$ cat src/rtl/pwm_pkg.sv
// Shared defaults for the PWM generator and its dead-time helper.
package pwm_pkg;

    localparam int unsigned PWM_R_DEF    = 8;
    localparam int unsigned PWM_DEAD_DEF = 2;

endpackage

$ cat src/rtl/pwm_deadtime.sv
// Rising-edge delay: o_level follows i_level but rises DEAD clocks late.
// A high pulse of DEAD clocks or fewer never reaches the output.
module pwm_deadtime #(
    parameter int unsigned W    = 8,
    parameter int unsigned DEAD = 2
) (
    input  logic clk,
    input  logic rst_n,
    input  logic i_level,
    output logic o_level
);

    localparam logic [W-1:0] DeadW = W'(DEAD);

    logic [W-1:0] r_run;
    logic         r_en;

    // r_run counts clocks i_level has been high, saturating at DEAD.
    always_ff @(posedge clk or negedge rst_n) begin
        if (!rst_n) begin
            r_run <= '0;
            r_en  <= 1'b0;
        end else begin
            r_en <= 1'b1;
            if (!i_level) begin
                r_run <= '0;
            end else if (r_run != DeadW) begin
                r_run <= r_run + W'(1);
            end
        end
    end

    // r_en keeps the output low until the first clock after reset release.
    assign o_level = r_en & i_level & (r_run == DeadW);

endmodule

$ cat src/rtl/pwm_basic.sv
// Free-running PWM with double-buffered duty, reloaded at each period boundary.
// Define PWM_COMPL_OUT_EN to add dead-time complementary outputs pwm_out_hi/lo.
module pwm_basic
    import pwm_pkg::*;
#(
    parameter int unsigned R = PWM_R_DEF
`ifdef PWM_COMPL_OUT_EN
    ,
    parameter int unsigned DEAD_CYC = PWM_DEAD_DEF
`endif
) (
    input  logic         clk,
    input  logic         rst_n,
    input  logic [R-1:0] duty,
    output logic         pwm_out,
    output logic         period_start
`ifdef PWM_COMPL_OUT_EN
    ,
    output logic         pwm_out_hi,
    output logic         pwm_out_lo
`endif
);

    logic [R-1:0] r_cnt;
    logic [R-1:0] r_duty_q;
    logic         r_pwm;
    logic         r_period_start;
    logic         w_wrap;

    assign w_wrap = (r_cnt == {R{1'b1}});

    // Shadow duty loads on the last clock so a period never sees a mid-period change.
    always_ff @(posedge clk or negedge rst_n) begin
        if (!rst_n) begin
            r_cnt          <= '0;
            r_duty_q       <= '0;
            r_pwm          <= 1'b0;
            r_period_start <= 1'b0;
        end else begin
            r_cnt          <= r_cnt + R'(1);
            r_pwm          <= (r_cnt < r_duty_q);
            r_period_start <= (r_cnt == '0);
            if (w_wrap) begin
                r_duty_q <= duty;
            end
        end
    end

    assign pwm_out      = r_pwm;
    assign period_start = r_period_start;

`ifdef PWM_COMPL_OUT_EN
    logic w_pwm_n;

    assign w_pwm_n = ~r_pwm;

    pwm_deadtime #(
        .W    (R),
        .DEAD (DEAD_CYC)
    ) u_dt_hi (
        .clk     (clk),
        .rst_n   (rst_n),
        .i_level (r_pwm),
        .o_level (pwm_out_hi)
    );

    pwm_deadtime #(
        .W    (R),
        .DEAD (DEAD_CYC)
    ) u_dt_lo (
        .clk     (clk),
        .rst_n   (rst_n),
        .i_level (w_pwm_n),
        .o_level (pwm_out_lo)
    );
`endif

endmodule

$ cat config.mk
export PLATFORM = sky130hd
export DESIGN_NAME = pwm_basic
export DESIGN_NICKNAME = d
export VERILOG_FILES = /design/src/rtl/pwm_pkg.sv /design/src/rtl/pwm_deadtime.sv /design/src/rtl/pwm_basic.sv
export SDC_FILE = /design/constraint.sdc
export NUM_CORES = 1
export LEC_CHECK = 0
export CAP_MARGIN = 20
export CORE_MARGIN = 8
export CORE_UTILIZATION = 45
export CTS_BUF_LIST = sky130_fd_sc_hd__clkbuf_8
export DETAILED_ROUTE_END_ITERATION = 8
export GPL_TIMING_DRIVEN = 1
export PLACE_DENSITY = 0.73
export RECOVER_POWER = 25
export SLEW_MARGIN = 20
export SYNTH_ARGS = -nofsm -noshare
export SYNTH_HDL_FRONTEND = slang
export SYNTH_SLANG_ARGS = --single-unit
$ cat constraint.sdc
create_clock -name clk -period 4.5 [get_ports clk]
set_input_delay 0.45 -clock clk [delete_from_list [all_inputs] [get_ports clk]]
set_output_delay 0.45 -clock clk [all_outputs]
set_load 0.01 [all_outputs]
* Yosys cells after proc, flatten, opt, wreduce, memory -nomap -nowiden
Cells that the tools add are included.
Word-level totals: logic and storage cells 8, register bits 18, output and inout bits 2
Operators by class: reductions and logical operators 1, equality and inequality tests 1, add/sub/neg operators 1, order comparisons 1
Operator list (number):
- $add A8 B1 Y8 const B | 1
- $eq A8 B8 Y1 const B | 1
- $logic_not A8 Y1 | 1
- $lt A8 B8 Y1 | 1

* Logic depth before layout (Yosys ltp)
Gate-level depths: netlist (run 1).
depth in word-level cells 1, gate-level depth with buffers 5, depth with buffers taken out 5

* Least setup slack after synthesis (run 1)
OpenSTA, ideal clock, no wires.
path type register to register, start point reg r_cnt[2], end point reg r_duty_q[0], cell stages (with the launch flop) 5, required time 4375 ps, slack 3083 ps, arrival time 1292 ps, library setup time 125 ps, path through dfrtp_1 > and4_1 > and4_4 > buf_12 > mux2_4
On the way: word-level cells in the longest chain between the ends 1
RTL lines:
- start, declared | RTL line pwm_basic.sv:24 | logic [R-1:0] r_cnt;
- start signal, assigned | RTL line pwm_basic.sv:40 | r_cnt <= r_cnt + R'(1);
- $eq A8 B8 Y1 | RTL line pwm_basic.sv:30 | assign w_wrap = (r_cnt == {R{1'b1}});
- end signal, assigned | RTL line pwm_basic.sv:44 | r_duty_q <= duty;
- end, declared | RTL line pwm_basic.sv:25 | logic [R-1:0] r_duty_q;
Every way passes these cells. A chain may end at the register's enable or synchronous reset.

* Worst setup path after layout (run 1)
start point reg r_cnt[0], end point reg r_period_start (netlist: period_start)
On the way: word-level cells in the longest chain between the ends 1
RTL lines:
- $logic_not A8 Y1 | RTL line pwm_basic.sv:42 | r_period_start <= (r_cnt == '0);
- end signal, assigned | RTL line pwm_basic.sv:42
- end, declared | RTL line pwm_basic.sv:27 | logic r_period_start;
Every way passes these cells.

==> impl_metrics.yaml, run 1 <==
layout:
  regArea_um2: 450.4
  diodes: 0
  layoutNonFillerInstCount: 110
  fill_cells: 179
  syn_to_final_growth_pct: 17.96
  drive_above_1_share_pct: 15.66
  layout_common_cells: "dfrtp_1 (18), clkdlybuf4s50_1 (10), inv_1 (9), ha_1 (9), mux2_4 (8)"
  layout_commonest_cell: "dfrtp_1"
  fin_nets: 104
  multi_input_area_um2: 415.4
worst_setup_path:
  cpMaxStageDelayCell: "or4b_2"
  crit_end: "period_start"
  critPathRequiredTime_ns: 4.64
  r2r-start: "r_cnt[0]"
  crit_family: "simple AND/OR/NAND/NOR gates"
  crit_arrival_ns: 1.71
  cp_cell_sequence: "inv_1, ha_1, or4b_2, nor4_1"
  endpoint_kind: "flop"
  crit_cells: 4
  r2r-end: "period_start"
  path_class: "flop to flop"
  path_max_fanout: 6
  start_kind: "flop"
  rrSetupSlack_ns: 2.93
  critPathBufInv: 1
  worst_r2r_path_depth: 4
  worst_path_largest_cell_delay_ns: 0.58
  crit_start: "r_cnt[0]"
cts:
  cts_tree: "done"
  htree_levels: 1
  clkLatencyLatePin_ns: 0.25
  clockBufferDepth: 2
  cts.sinks: 18
  cts_root_buf: "clkbuf_8"
  numCtsBuffers: 3
  hold_buffers: 0
  clkTransAtPathRegs_ns: 0.06
  ctsResizeCount: 0
  post_cts_buffers: 0
synthesis:
  synth_area_leader_cell: "dfrtp_1"
  synth_seq_cells: 18
  synth_cell_types: 20
  synth_cells: 70
  yosys-top-cells-area: "dfrtp_1 (49%), mux2_4 (13%), ha_1 (12%)"
  synth_top_area_share_pct: 48.98
  yosysWarnings: 0
  syn_nets: 89
  syn_area_um2: 919.6
  ys_seq_area_share_pct: 48.98
  synth.avg_cell_area_um2: 13.14
die:
  rows: 16
  dieWidth_um: 61.21
  num_io_pins: 12
  initial_core_util_pct: 47.36
  core_area_um2: 1942
  die_h_um: 61.21
  fp.dieArea_um2: 3746
power:
  power.switching_mw: 0.05187
  pwr-share-comb_pct: 3.8
  p_leak_nw: 0.4953
  p_sw_share_pct: 18.54
  powerDensity_nw_per_um2: 257.9
  power_frac_clock_pct: 38.4
  ir_drop_mv: 0.2659
  cellInternalPower_mw: 0.2279
  seq_power_share_pct: 57.8
global_route:
  grt_overflow: 0
  antenna_found_initial: 0
  grt_pass1_wl_mm: 2.553
  first_global_vias: 562
  grt_start_max_net_pins: 19
  grt.total_usage_pct: 9.407
run:
  drv_cap: 0
routing:
  wire_per_inst_um: 13.45
  antenna_left: 0
  drc_errors: 0
  drtIter0Drc: 11
  vias: 550
  viasPerCell: 5.000
  wl_mm: 1.479
  dr.pass1.iters: 4
sta:
  hold_viol_final: 0
  tightest_slew_ns: 0.7736
  period_share_pct: 34.89
  max_clock_freq_mhz: 636.8
  relSlewSlack_pct: 48.26
  finalClockSkew_ns: 0.003727
  rsz0062_at_grt: "false"
  fin_crit_ns: 1.570
  finalSetupViolations: 0
  fin_tns_setup_ns: 0
  maxSlewViolCount: 0
  holdWs_ns: 0.5134
placed_design:
  placed_cells: 107
  routabilityCongestion: 0.7148
  port-buffer-count: 11
  hpwl_mm: 1.155
run_status:
  status: "completed"
min_path:
  hold_path.class: "flop to flop"
-- flip-flops by register name, indices dropped and copies added, names as in the netlist --
| register | count |
|---|---|
| r_cnt | 8 |
| r_duty_q | 8 |
| period_start | 1 |
| pwm_out | 1 |
-- layer usage --
metal / vias up / routed length (µm) / track usage [%]
li1: 270 / - / -
met1: 270 / 702 / 12.04
met2: 8 / 695 / 14.03
met3: 2 / 56 / 2.923
met4: 0 / 24 / 4.319
met5: - / 0 / 0
-- worst min-delay path by stage --
stage                           start           end  cells after the start
after floorplan                 rst_n  period_start                      0
after global placement    r_duty_q[1]   r_duty_q[1]                      1
after detailed placement  r_duty_q[0]   r_duty_q[0]                      1
after CTS                 r_duty_q[0]   r_duty_q[0]                      1
after global routing      r_duty_q[6]   r_duty_q[6]                      1
final                     r_duty_q[0]   r_duty_q[0]                      1
-- Yosys cell counts --
library cell / count
xor2_1: 1
nand2b_1: 1
inv_1: 9
xnor2_1: 5
or4b_2: 1
nand4_1: 1
and4_1: 1
a21o_1: 3
a31oi_1: 1
dfrtp_1: 18
and4_4: 1
nand3_1: 4
o21a_1: 1
mux2_4: 8
nand2_1: 1
ha_1: 9
a221oi_1: 1
buf_12: 1
nor4_1: 1
and3_1: 2
-- logic make-up (layout without fill, tap and decap cells) --
family                     count (synthesis)  count (layout)  synth area share, %
xor gates and xnor gates                   6               6                5.714
buffers and inverters                     10              23                5.850
and+or+nand+nor                           13              13                9.253
DFF                                       18              18                48.98
adders and majority gates                  9               9                12.25
AOI/OAI and AO/OA                          6               6                4.899
muxes                                      8               8                13.06
-- stage by stage --
step                power (mW)  util (%)  instance area, µm²  setup WS (ns)
detailed placement      0.1759     53.74                1044          2.949
finish                  0.2798     55.86                1085          2.930
global placement        0.1757     53.74                1044          2.937
global route            0.2912     55.86                1085          2.832
floorplan               0.1650         -               919.6          3.083
CTS                     0.2832     55.86                1085          2.934
-- power by group through the flow --
| stage | combinational, mW | sequential (mW) | clock (mW) |
|---|---|---|---|
| 2_1_floorplan | 0.000168 | 0.165 | 0 |
| 3_3_place_gp | 0.0109 | 0.165 | 0 |
| 3_5_place_dp | 0.0111 | 0.165 | 0 |
| 4_1_cts | 0.0111 | 0.162 | 0.110 |
| 5_1_grt | 0.0116 | 0.162 | 0.118 |
| 6_report | 0.0106 | 0.162 | 0.107 |
-- cell type report --
type	count	area share, %
flip-flops and latches	18	41.52
multi-input cells	42	38.29
repair buffers	11	10.15
clock buffers	3	3.806
inverters	9	3.114
well taps	27	3.114
Power figures use the tool's default switching activity.
==> run 2, diff against run 1 <==
==> constraint.sdc (replaced) <==
create_clock -name clk -period 1.5 [get_ports clk]
set_input_delay 0.15 -clock clk [delete_from_list [all_inputs] [get_ports clk]]
set_output_delay 0.15 -clock clk [all_outputs]
set_load 0.01 [all_outputs]
==> run 2 against run 1 <==
Net effect:
- total power increased to 3.2 times the previous value
- cell area is 13% higher
- non-clock buffer count is 10 higher
- global-route usage up 1.9 points
==> impl_metrics.yaml, run 2 (synthesized netlist as in run 1, its figures left out) <==
run_status:
  status: "completed"
layout:
  reg.largest.list: "r_cnt (8), r_duty_q (8)"
  syn_to_final_growth_pct: 33.47
  layout_commonest_cell: "dfrtp_1"
  layoutNonFillerInstCount: 121
  layout_common_cells: "dfrtp_1 (15), clkdlybuf4s50_1 (10), inv_1 (8), mux2_4 (8), buf_4 (8)"
  fin_nets: 114
  fill_cells: 154
  diodes: 0
  drive_above_1_share_pct: 32.98
global_route:
  antenna_found_initial: 0
  grt_start_max_net_pins: 19
  first_global_vias: 702
  grt_overflow: 0
  grt.total_usage_pct: 11.33
  grt_pass1_wl_mm: 3.105
power:
  ir_drop_mv: 0.6896
  fin_total_pwr_mw: 0.9041
  p_leak_nw: 0.5484
  powerDensity_nw_per_um2: 736.6
cts:
  clockBufferDepth: 2
  clkLatencyLatePin_ns: 0.25
  cts.sinks: 18
  htree_levels: 1
  clkTransAtPathRegs_ns: 0.07
  cts_root_buf: "clkbuf_8"
  numCtsBuffers: 3
  hold_buffers: 0
  cts_tree: "done"
die:
  dieWidth_um: 61.21
  fp.dieArea_um2: 3746
  rows: 16
  initial_core_util_pct: 47.36
  num_io_pins: 12
  core_area_um2: 1942
  die_h_um: 61.21
worst_setup_path:
  endpoint_kind: "flop"
  start_kind: "flop"
  path_class: "flop to flop"
  crit_arrival_ns: 1.64
  crit_start: "r_cnt[0]"
  path_max_fanout: 4
  critPathRequiredTime_ns: 1.66
  r2r-start: "r_cnt[0]"
sta:
  maxSlewViolCount: 0
  rsz0062_at_grt: "true"
  finalClockSkew_ns: 0.003991
  relSlewSlack_pct: 35.83
  hold_viol_final: 0
  period_share_pct: 98.65
  fin_tns_setup_ns: 0
  fin_crit_ns: 1.480
  max_clock_freq_mhz: 675.8
  holdWs_ns: 0.5110
  finalSetupViolations: 0
  tightest_slew_ns: 0.9625
placed_design:
  hpwl_mm: 1.309
  routabilityCongestion: 0.7020
  placed_cells: 114
  port-buffer-count: 11
routing:
  drc_errors: 0
  wl_mm: 1.851
  dr.pass1.iters: 4
  viasPerCell: 4.967
  wire_per_inst_um: 15.30
  drtIter0Drc: 10
  vias: 601
  antenna_left: 0
min_path:
  hold_path.class: "flop to flop"
  min-delay-start: "r_cnt[2]"
run:
  drv_cap: 0
-- run 2: cell types whose count changed in the layout (fill, tap and decap cells not counted), moves of 2 or more --
cell,delta
dfrtp_2,+3
buf_4,+8
dfrtp_1,-3
ha_1,-2
ha_4,+2
-- run 2: worst max-delay path, stage by stage (launching register included) --
cell and delay [ns]:
dfrtp_1 0.44, inv_2 0.10, ha_4 0.11, or4b_4 0.47, nor4_4 0.27
-- run 2: repair_timing --
item | in CTS | in global routing
setup endpoints to repair | 1 | 10
resized for setup | 2 | 11
buffers inserted | 2 | 1
pin swaps | 0 | 2
-- run 2: layout make-up --
cell class | instances | area, µm² | share of cell area (%)
multi-input cells | 42 | 465.4 | 37.92
flip-flops and latches | 18 | 454.2 | 37.00
repair buffers | 21 | 185.2 | 15.09
clock buffers | 4 | 55.05 | 4.485
inverters | 9 | 33.78 | 2.752
well taps | 27 | 33.78 | 2.752
-- run 2: final timing paths --
| path | to | slack, ns | cells after the start |
|---|---|---|---|
| max | period_start | 0.02 | 4 |
| min | period_start | 0.51 | 1 |
| max reg2reg | period_start | 0.02 | 4 |
| min reg2reg | period_start | 0.51 | 1 |
| max in group asynchronous | r_cnt[2] | 0.29 | 2 |
| min in group asynchronous | pwm_out | 0.56 | 2 |
-- run 2: report_power, final --
part / total (mW) / internal [mW] / switching [mW]
Clock: 0.386 / 0.233 / 0.153
Combinational: 0.0331 / 0.0207 / 0.0124
Sequential: 0.485 / 0.485 / 0
Total: 0.904 / 0.739 / 0.165
-- run 2: per-stage QoR --
step | worst slack [ns] | utilization, % | instance area, µm²
4_1_cts | 0.01424 | 60.37 | 1172
2_1_floorplan | 0.08319 | - | 919.6
3_3_place_gp | 0.03665 | 56.44 | 1096
6_report | 0.02023 | 63.21 | 1227
3_5_place_dp | -0.04743 | 56.44 | 1096
5_1_grt | -0.02411 | 63.21 | 1227
-- run 2: layer usage --
layer  global-route usage (%)  part of all wire [%]
met5                        0                     0
met4                    2.990                  0.54
met3                    5.010                   5.3
met2                    20.30                    54
met1                    11.63                    40
==> run 3, diff against run 2 <==
--- a/config.mk
+++ b/config.mk
@@ -7,11 +7,11 @@
 export LEC_CHECK = 0
 export CAP_MARGIN = 20
 export CORE_MARGIN = 8
-export CORE_UTILIZATION = 45
+export CORE_UTILIZATION = 56
 export CTS_BUF_LIST = sky130_fd_sc_hd__clkbuf_8
 export DETAILED_ROUTE_END_ITERATION = 8
 export GPL_TIMING_DRIVEN = 1
-export PLACE_DENSITY = 0.73
+export PLACE_DENSITY = 0.87
 export RECOVER_POWER = 25
 export SLEW_MARGIN = 20
 export SYNTH_ARGS = -nofsm -noshare
==> run 3 against run 2 <==
Net effect:
- die area is 15% lower
- clock skew is 0.00096 ns higher
- cell area is 4.3% lower
- sequential power hardly changed
- critical path depth stayed put
- non-clock buffer count is 2 lower
- first-iteration DRC count is 60% higher
- routed wire length is 4.8% higher
- cell count is 11% lower
- largest cell class is now sequential cells
- highest routed layer unchanged
==> impl_metrics.yaml, run 3 (synthesized netlist as in run 1, its figures left out) <==
worst_setup_path:
  critPathBufInv: 1
  rrSetupSlack_ns: 0.02
  cpMaxStageDelayCell: "dfrtp_1"
  path_class: "flop to flop"
  crit_family: "flip-flops"
  r2r-start: "r_cnt[0]"
  crit_arrival_ns: 1.61
  start_kind: "flop"
  crit_start: "r_cnt[0]"
  path_max_fanout: 8
  endpoint_kind: "flop"
  worst_path_largest_cell_delay_ns: 0.38
  cp_cell_sequence: "buf_6, ha_2, and4_4, mux2_4"
  critPathRequiredTime_ns: 1.64
run_status:
  status: "completed"
cts:
  cts_tree: "done"
  htree_levels: 1
  numCtsBuffers: 3
  clkLatencyLatePin_ns: 0.25
  cts_root_buf: "clkbuf_8"
  clockBufferDepth: 2
  clkTransAtPathRegs_ns: 0.06
  cts.sinks: 18
layout:
  layoutNonFillerInstCount: 108
  layout_commonest_cell: "dfrtp_1"
  postLayoutCoreUtil_pct: 77.09
  reg.largest.list: "r_cnt (8), r_duty_q (8)"
  diodes: 0
  final_area_um2: 1175
  layout_common_cells: "dfrtp_1 (16), clkdlybuf4s50_1 (10), inv_1 (9)"
  syn_to_final_growth_pct: 27.76
  fin_nets: 112
  drive_above_1_share_pct: 28.26
routing:
  vias: 616
  viasPerCell: 5.704
  wl_mm: 1.939
  met3_wirelength_um: 151
  wire_per_inst_um: 17.95
  drtIter0Drc: 16
  wl_met1_um: 818
  dr.pass1.iters: 4
  drc_errors: 0
  top_layer_used: "met4"
  met2_length_um: 950
  antenna_left: 0
die:
  die_h_um: 56.53
  core_area_um2: 1524
  fp.dieArea_um2: 3195
  dieWidth_um: 56.53
  rows: 14
  num_io_pins: 12
  initial_core_util_pct: 60.34
sta:
  period_share_pct: 98.47
  relSlewSlack_pct: 37.86
  hold_viol_final: 0
  fin_crit_ns: 1.477
  max_clock_freq_mhz: 677.1
  maxSlewViolCount: 0
  holdWs_ns: 0.5013
  finalClockSkew_ns: 0.004947
  finalSetupViolations: 0
  tightest_slew_ns: 0.9321
placed_design:
  placed_cells: 103
  hpwl_mm: 1.231
  placedInstanceArea_um2: 1082
  routabilityCongestion: 0.8668
  port-buffer-count: 11
global_route:
  grt_overflow: 0
  grt_pass1_wl_mm: 3.215
  grt_start_max_net_pins: 19
  grt.total_usage_pct: 12.79
  antenna_found_initial: 0
  first_global_vias: 679
power:
  p_leak_nw: 0.5400
  powerDensity_nw_per_um2: 774.9
  ir_drop_mv: 0.8196
run:
  drv_cap: 0
min_path:
  hold_path.class: "flop to flop"
  min-delay-start: "r_cnt[0]"
-- run 3: report_power, final --
part	internal (mW)	switching (mW)	leakage, nW
sequential	0.485	0	0.236
combinational	0.0207	0.0120	0.275
clock	0.233	0.159	0.0288
total	0.739	0.171	0.540
-- run 3: layer usage --
layer  vias to the layer above  global-route usage (%)
met5                         -                       0
met4                         0                   5.498
met3                         2                   5.169
met2                        22                   19.75
met1                       303                   15.18
li1                        289                       -
-- run 3: worst register-to-register path: stages (launching register included) --
cell and delay (ns):
dfrtp_1 0.38, buf_6 0.13, ha_2 0.18, and4_4 0.36, mux2_4 0.32
-- run 3: final timing paths --
path | end | cells past startpoint
max | r_duty_q[0] | 4
min | r_cnt[0] | 1
max reg2reg | r_duty_q[0] | 4
min reg2reg | r_cnt[0] | 1
max in group asynchronous | r_cnt[5] | 2
min in group asynchronous | r_duty_q[4] | 2
-- run 3: layout make-up --
type,instances,area (µm²)
flip-flops and latches,18,452.9
multi-input cells,42,442.9
fillers,100,349.1
repair buffers,19,170.2
clock buffers,4,55.05
inverters,9,33.78
well taps,16,20.02
-- run 3: stage by stage --
stage | setup TNS [ns] | worst slack (ns) | power [mW]
floorplan | 0 | 0.08319 | 0.4951
global placement | 0 | 0.04891 | 0.5292
detailed placement | -0.08856 | -0.08856 | 0.5296
CTS | 0 | 0.02080 | 0.9172
global route | -0.1109 | -0.02078 | 0.9369
finish | 0 | 0.02302 | 0.9104
-- run 3: repair_timing --
item / CTS / global route
endpoints found under the setup margin: 1 / 9
setup buffers: 1 / 0
pin swaps: 0 / 1
hold buffers: 0 / 0
resized for setup: 4 / 4
